### config.mk
export PLATFORM = sky130hd
export DESIGN_NAME = insn_fetch_queue_flat
export DESIGN_NICKNAME = d
export VERILOG_FILES = /design/src/rtl/insn_fetch_queue_if.sv /design/src/rtl/insn_fetch_queue.sv /design/src/flat_wrapper.sv
export SDC_FILE = /design/constraint.sdc
export NUM_CORES = 1
export LEC_CHECK = 0
export BUFFER_PORTS_ARGS = -buffer_cell sky130_fd_sc_hd__clkbuf_2
export CAP_MARGIN = 20
export CORE_MARGIN = 2
export CORE_UTILIZATION = 45
export CTS_BUF_LIST = sky130_fd_sc_hd__clkbuf_16
export DETAILED_ROUTE_END_ITERATION = 10
export PLACE_DENSITY = 0.63
export SETUP_SLACK_MARGIN = 0.05
export SLEW_MARGIN = 25
export SYNTH_ARGS = -nofsm -noshare
export SYNTH_HDL_FRONTEND = slang
export SYNTH_SLANG_ARGS = --single-unit
### constraint.sdc
create_clock -name clk -period 3.2 [get_ports clk]
set_clock_uncertainty 0.2 [all_clocks]
set_input_delay 0.8 -clock clk [delete_from_list [all_inputs] [get_ports clk]]
set_output_delay 0.8 -clock clk [all_outputs]
set_load 0.005 [all_outputs]
### src/rtl/insn_fetch_queue_if.sv
// ---------------------------------------------------------------------------
// insn_fetch_queue_if
// Bundles the instruction-queue connections: the redirect input from execute,
// the instruction-memory read port, the decode valid/ready port and the
// occupancy status.
//   redirect_i / redirect_pc_i : flush and restart fetch at the target
//   imem_req_o / imem_addr_o   : read request and address (1-cycle latency)
//   imem_data_i                : read data for the previous cycle's request
//   d_valid_o / d_ready_i      : decode handshake on the head entry
//   d_pc_o / d_insn_o          : head entry contents
//   count_o / empty_o / full_o : queue occupancy
// Modport slave is the queue itself; master is the surrounding core or bench.
// ---------------------------------------------------------------------------
interface insn_fetch_queue_if #(
    parameter int unsigned AWIDTH = 32,
    parameter int unsigned DWIDTH = 32,
    parameter int unsigned DEPTH  = 4
);
    localparam int unsigned CW = $clog2(DEPTH) + 1;

    logic              redirect_i;
    logic [AWIDTH-1:0] redirect_pc_i;
    logic              imem_req_o;
    logic [AWIDTH-1:0] imem_addr_o;
    logic [DWIDTH-1:0] imem_data_i;
    logic              d_valid_o;
    logic              d_ready_i;
    logic [AWIDTH-1:0] d_pc_o;
    logic [DWIDTH-1:0] d_insn_o;
    logic [CW-1:0]     count_o;
    logic              empty_o;
    logic              full_o;

    modport slave (
        input  redirect_i, redirect_pc_i, imem_data_i, d_ready_i,
        output imem_req_o, imem_addr_o, d_valid_o, d_pc_o, d_insn_o,
               count_o, empty_o, full_o
    );

    modport master (
        output redirect_i, redirect_pc_i, imem_data_i, d_ready_i,
        input  imem_req_o, imem_addr_o, d_valid_o, d_pc_o, d_insn_o,
               count_o, empty_o, full_o
    );
endinterface

### src/rtl/insn_fetch_queue.sv
// ---------------------------------------------------------------------------
// insn_fetch_queue
// Prefetch queue between the instruction memory and decode. Generates
// sequential fetch PCs, issues reads with 1-cycle latency and buffers
// {pc, insn} pairs in a circular FIFO drained by decode. A redirect flushes
// the FIFO, drops any in-flight read and restarts fetch at the target.
//   clk : clock, rising edge
//   rst : synchronous active-high reset (priority over redirect)
//   bus : insn_fetch_queue_if.slave (redirect, imem port, decode port, status)
// ---------------------------------------------------------------------------
module insn_fetch_queue #(
    parameter int unsigned       AWIDTH   = 32,
    parameter int unsigned       DWIDTH   = 32,
    parameter logic [AWIDTH-1:0] BASEADDR = AWIDTH'(32'h01000000),
    parameter int unsigned       DEPTH    = 4
) (
    input logic              clk,
    input logic              rst,
    insn_fetch_queue_if.slave bus
);
    localparam int unsigned       PW      = $clog2(DEPTH);
    localparam int unsigned       CW      = PW + 1;
    localparam logic [CW:0]       LP_CRED = (CW+1)'(DEPTH);
    localparam logic [CW-1:0]     LP_FULL = CW'(DEPTH);
    localparam logic [DWIDTH-1:0] LP_NOP  = DWIDTH'(32'h00000013);

    logic [AWIDTH-1:0] r_fetch_pc;
    logic              r_req_q;
    logic [AWIDTH-1:0] r_req_pc;
    logic [AWIDTH-1:0] r_pc_mem   [DEPTH];
    logic [DWIDTH-1:0] r_insn_mem [DEPTH];
    logic [PW-1:0]     r_head;
    logic [PW-1:0]     r_tail;
    logic [CW-1:0]     r_count;

    logic w_issue;
    logic w_push;
    logic w_valid;
    logic w_pop;
    logic w_unused_pc_lsbs;

    // Credit counts the in-flight read as occupied; a same-cycle pop is not
    // credited so the request never depends combinationally on d_ready_i.
    always_comb begin
        w_issue = !rst && !bus.redirect_i &&
                  (({1'b0, r_count} + {{CW{1'b0}}, r_req_q}) < LP_CRED);
        w_push  = r_req_q && !bus.redirect_i;
        w_valid = !rst && (r_count != '0) && !bus.redirect_i;
        w_pop   = w_valid && bus.d_ready_i;
        w_unused_pc_lsbs = ^bus.redirect_pc_i[1:0];
    end

    always_comb begin
        bus.imem_req_o  = w_issue;
        bus.imem_addr_o = r_fetch_pc;
        bus.d_valid_o   = w_valid;
        bus.d_pc_o      = '0;
        bus.d_insn_o    = LP_NOP;
        bus.count_o     = '0;
        if (!rst) begin
            bus.count_o = r_count;
            if (r_count != '0) begin
                bus.d_pc_o   = r_pc_mem[r_head];
                bus.d_insn_o = r_insn_mem[r_head];
            end
        end
        bus.empty_o = (bus.count_o == '0);
        bus.full_o  = (bus.count_o == LP_FULL);
    end

    always_ff @(posedge clk) begin
        if (rst) begin
            r_fetch_pc <= BASEADDR;
            r_req_q    <= 1'b0;
            r_req_pc   <= '0;
            r_head     <= '0;
            r_tail     <= '0;
            r_count    <= '0;
            r_pc_mem   <= '{default: '0};
            r_insn_mem <= '{default: '0};
        end else if (bus.redirect_i) begin
            r_fetch_pc <= {bus.redirect_pc_i[AWIDTH-1:2], 2'b00};
            r_req_q    <= 1'b0;
            r_head     <= '0;
            r_tail     <= '0;
            r_count    <= '0;
        end else begin
            r_req_q <= w_issue;
            if (w_issue) begin
                r_req_pc   <= r_fetch_pc;
                r_fetch_pc <= r_fetch_pc + AWIDTH'(4);
            end
            if (w_push) begin
                r_pc_mem[r_tail]   <= r_req_pc;
                r_insn_mem[r_tail] <= bus.imem_data_i;
                r_tail             <= r_tail + 1'b1;
            end
            if (w_pop) begin
                r_head <= r_head + 1'b1;
            end
            case ({w_push, w_pop})
                2'b10:   r_count <= r_count + 1'b1;
                2'b01:   r_count <= r_count - 1'b1;
                default: r_count <= r_count;
            endcase
        end
    end
endmodule

### src/flat_wrapper.sv
// flat-port wrapper written by rule: the top's interface ports become plain ports
module insn_fetch_queue_flat 
#(
    parameter int unsigned       AWIDTH   = 32,
    parameter int unsigned       DWIDTH   = 32,
    parameter logic [AWIDTH-1:0] BASEADDR = AWIDTH'(32'h01000000),
    parameter int unsigned       DEPTH    = 4
)
  (clk, rst, bus_redirect_i, bus_redirect_pc_i, bus_imem_data_i, bus_d_ready_i, bus_imem_req_o, bus_imem_addr_o, bus_d_valid_o, bus_d_pc_o, bus_d_insn_o, bus_count_o, bus_empty_o, bus_full_o);
  insn_fetch_queue_if #(.AWIDTH(AWIDTH), .DWIDTH(DWIDTH), .DEPTH(DEPTH)) bus_i ();
  input logic clk;
  input logic rst;
  input wire logic [$bits(bus_i.redirect_i)-1:0] bus_redirect_i;
  input wire logic [$bits(bus_i.redirect_pc_i)-1:0] bus_redirect_pc_i;
  input wire logic [$bits(bus_i.imem_data_i)-1:0] bus_imem_data_i;
  input wire logic [$bits(bus_i.d_ready_i)-1:0] bus_d_ready_i;
  output wire logic [$bits(bus_i.imem_req_o)-1:0] bus_imem_req_o;
  output wire logic [$bits(bus_i.imem_addr_o)-1:0] bus_imem_addr_o;
  output wire logic [$bits(bus_i.d_valid_o)-1:0] bus_d_valid_o;
  output wire logic [$bits(bus_i.d_pc_o)-1:0] bus_d_pc_o;
  output wire logic [$bits(bus_i.d_insn_o)-1:0] bus_d_insn_o;
  output wire logic [$bits(bus_i.count_o)-1:0] bus_count_o;
  output wire logic [$bits(bus_i.empty_o)-1:0] bus_empty_o;
  output wire logic [$bits(bus_i.full_o)-1:0] bus_full_o;
  assign bus_i.redirect_i = bus_redirect_i;
  assign bus_i.redirect_pc_i = bus_redirect_pc_i;
  assign bus_i.imem_data_i = bus_imem_data_i;
  assign bus_i.d_ready_i = bus_d_ready_i;
  assign bus_imem_req_o = bus_i.imem_req_o;
  assign bus_imem_addr_o = bus_i.imem_addr_o;
  assign bus_d_valid_o = bus_i.d_valid_o;
  assign bus_d_pc_o = bus_i.d_pc_o;
  assign bus_d_insn_o = bus_i.d_insn_o;
  assign bus_count_o = bus_i.count_o;
  assign bus_empty_o = bus_i.empty_o;
  assign bus_full_o = bus_i.full_o;
  insn_fetch_queue #(.AWIDTH(AWIDTH), .DWIDTH(DWIDTH), .BASEADDR(BASEADDR), .DEPTH(DEPTH)) u_core (.clk(clk), .rst(rst), .bus(bus_i));
endmodule
==> flow_summary.ini <==
[clock_tree]
cts_buffer_depth = 3
worstSkewPairLatency_ns = 0.50
htree_levels = 2
cts_tree = done
cts_hold_buf = 0
cts.sinks = 316
clk_pin_slew_ns = 0.06
cts_buffers = 35
clockRootBuffer = clkbuf_16

[power]
p_per_area_nw_per_um2 = 517.6
ir_drop_v = 0.0002912
power_leakage_uw = 0.005515

[global_route]
grt_busiest_layer = met2
grt_pass1_vias = 11140
antenna_found_initial = 1
grtUsageTotal_pct = 23.47
grt_first_pass_wirelength_mm = 59.71
grtUsageMet3_pct = 4.348
overflow = 0
grt_max_degree = 207
use_met1_pct = 33.13
grt_use_met2_pct = 37.65

[timing]
fin_crit_sh_pct = 95.44
rsz0062_at_grt = no
finalSetupViolCount = 0
hold_ws_ns = 0.2517
tightest_slew_ns = 0.9713
clock.fmax_ghz = 0.3274
finalHoldViolCount = 0
tns_ns = 0
slew_headroom_pct = 35.25
period_minus_slack_ns = 3.054
finalMaxSlewViolations = 0

[drt]
drc = 0
viasPerCell = 5.416
vias = 11820
ant_nets = 0
firstDrtPassIters = 5
drt_iter0_drc = 988
wl_mm = 37.31
wl_per_cell_microns = 17.09

[final_layout]
layout.nets = 1844
n_antenna_cell = 0
layout-drive-gt1-share_pct = 18.74
layout_common_cells = 571 x nand2_1, 314 x dfxtp_1, 287 x a21oi_1, 163 x clkbuf_2, 62 x mux4_2
layout_commonest_cell = nand2_1
area_growth_pct = 18.13
post-route-util_pct = 54.19

[die]
start_util_pct = 45.87
row_count = 63
die_w_microns = 178.3
die_area_sq_um = 31780
pin_count = 171
core_area_sq_um = 29800
fp.dieH_microns = 178.3

[status]
status = finished, final reports clean

[worst_setup_path]
crit_arrival_ns = 2.05
cp_data_required_time_ns = 2.20
worstPathMaxFanout = 19
cp-start-kind = flip-flop
cp-end-kind = output port
timing.rr.start = u_core.bus.imem_addr_o[6]
path_class = reg2out
r2r_slack_ns = 0.58
reg2regPathDepth = 5
reg2reg_to = u_core.bus.imem_addr_o[31]

[placed_design]
gp_congestion = 0.7925
dp_hpwl_mm = 22.60
io_buffers = 164

[yosys]
synth_cells = 1655
syn_area_per_cell_sq_um = 8.259
synth_area_sq_um = 13670
ys_warn_count = 0
synth_cell_types = 54
ys_seq_elements = 316
synth-edff-count = 0
synthArstFlopShare_pct = 0
synth_seq_area_share_pct = 46.28
yosys_most_used_dff = dfxtp_1

[hold_path]
min_from = u_core.r_pc_mem[73]
min_path_cells = 2
holdPathEnd = u_core.r_pc_mem[73]
hold_class = reg2reg

[run]
cap_violations = 0
[layout make-up]
type / instances / area, sq um
clock inverters: 24 / 182.7
well taps: 390 / 488.0
inverters: 18 / 67.56
flip-flops and latches: 316 / 6334
fillers: 2820 / 13650
multi-input cells: 1189 / 6771
repair buffers: 209 / 1376
clock buffers: 37 / 925.9
[metrics by stage]
step           setup WS (ns)  cells  cell area (sq um)  power, uW
2_1_floorplan         0.1639   1658              13680       4364
3_3_place_gp          0.1611   2115              14950       4541
3_5_place_dp          0.1158   2115              14950       4547
4_1_cts              0.07522   2181              16110       8429
5_1_grt              0.07768   2183              16150       8648
6_report              0.1460   2183              16150       8357
[cell families after synthesis]
kind of cell	share of synthesized area [%]
xor gates and xnor gates	1.089
DFF	46.28
AOI/OAI and AO/OA	13.40
other	0.02744
and+or+nand+nor	23.79
muxes	10.29
adders and majority gates	0.6957
buffers and inverters	4.421
[state kept, by name, indices dropped and copies added (netlist names)]
| signal | count |
|---|---|
| u_core.bus.imem_addr_o | 30 |
| u_core.r_count | 3 |
| u_core.r_head | 2 |
| u_core.r_insn_mem | 128 |
| u_core.r_pc_mem | 120 |
| u_core.r_req_pc | 30 |
| u_core.r_req_q | 1 |
| u_core.r_tail | 2 |
[what timing repair did]
| action | 4_1_cts | 5_1_grt |
|---|---|---|
| gates resized for setup | 1 | 0 |
| cloned | 0 | 0 |
| setup endpoints to repair | 6 | 2 |
| buffers inserted | 5 | 2 |
[per-layer routing]
metal  routed length, microns  up-vias
li1                         -     5814
met1                    16790     5586
met2                    17310      380
met3                     2687       43
met4                      524        0
met5                        0        -
[cells in the mapped netlist (all sizes together) (9+ instances only)]
master / count / area share (%)
nand4: 12 / 0.60
a21oi: 287 / 11
nor2: 33 / 0.91
clkbuf: 109 / 3.0
buf: 26 / 0.93
nor4: 13 / 0.64
mux4: 62 / 10
inv: 18 / 0.49
nand3: 15 / 0.55
a211oi: 12 / 0.66
nor2b: 61 / 2.8
dfxtp: 316 / 46
xnor2: 9 / 0.58
or3: 10 / 0.46
nand2: 575 / 16
[critical path, stage by stage (launching register included)]
cell      delay (ns)
dfxtp_4         0.42
buf_12          0.16
buf_12          0.19
mux4_2          0.52
nor2b_1         0.14
clkbuf_2        0.10
[worst max-delay path by stage]
stage,startpoint,endpoint,slack [ns]
finish,u_core.r_head[0],bus_d_insn_o[31],0.15
global placement,rst,u_core.r_pc_mem[76],0.16
floorplan,rst,bus_d_insn_o[0],0.16
global route,u_core.r_head[0],bus_d_insn_o[7],0.08
CTS,u_core.r_head[1],bus_d_insn_o[15],0.08
detailed placement,rst,u_core.r_pc_mem[52],0.12
[where the power goes]
part	internal (uW)	total [uW]	switching (uW)
Clock	2320	3890	1570
Combinational	148	387	239
Sequential	3990	4080	86.0
Total	6460	8360	1890
(Power assumes the default switching activity.)
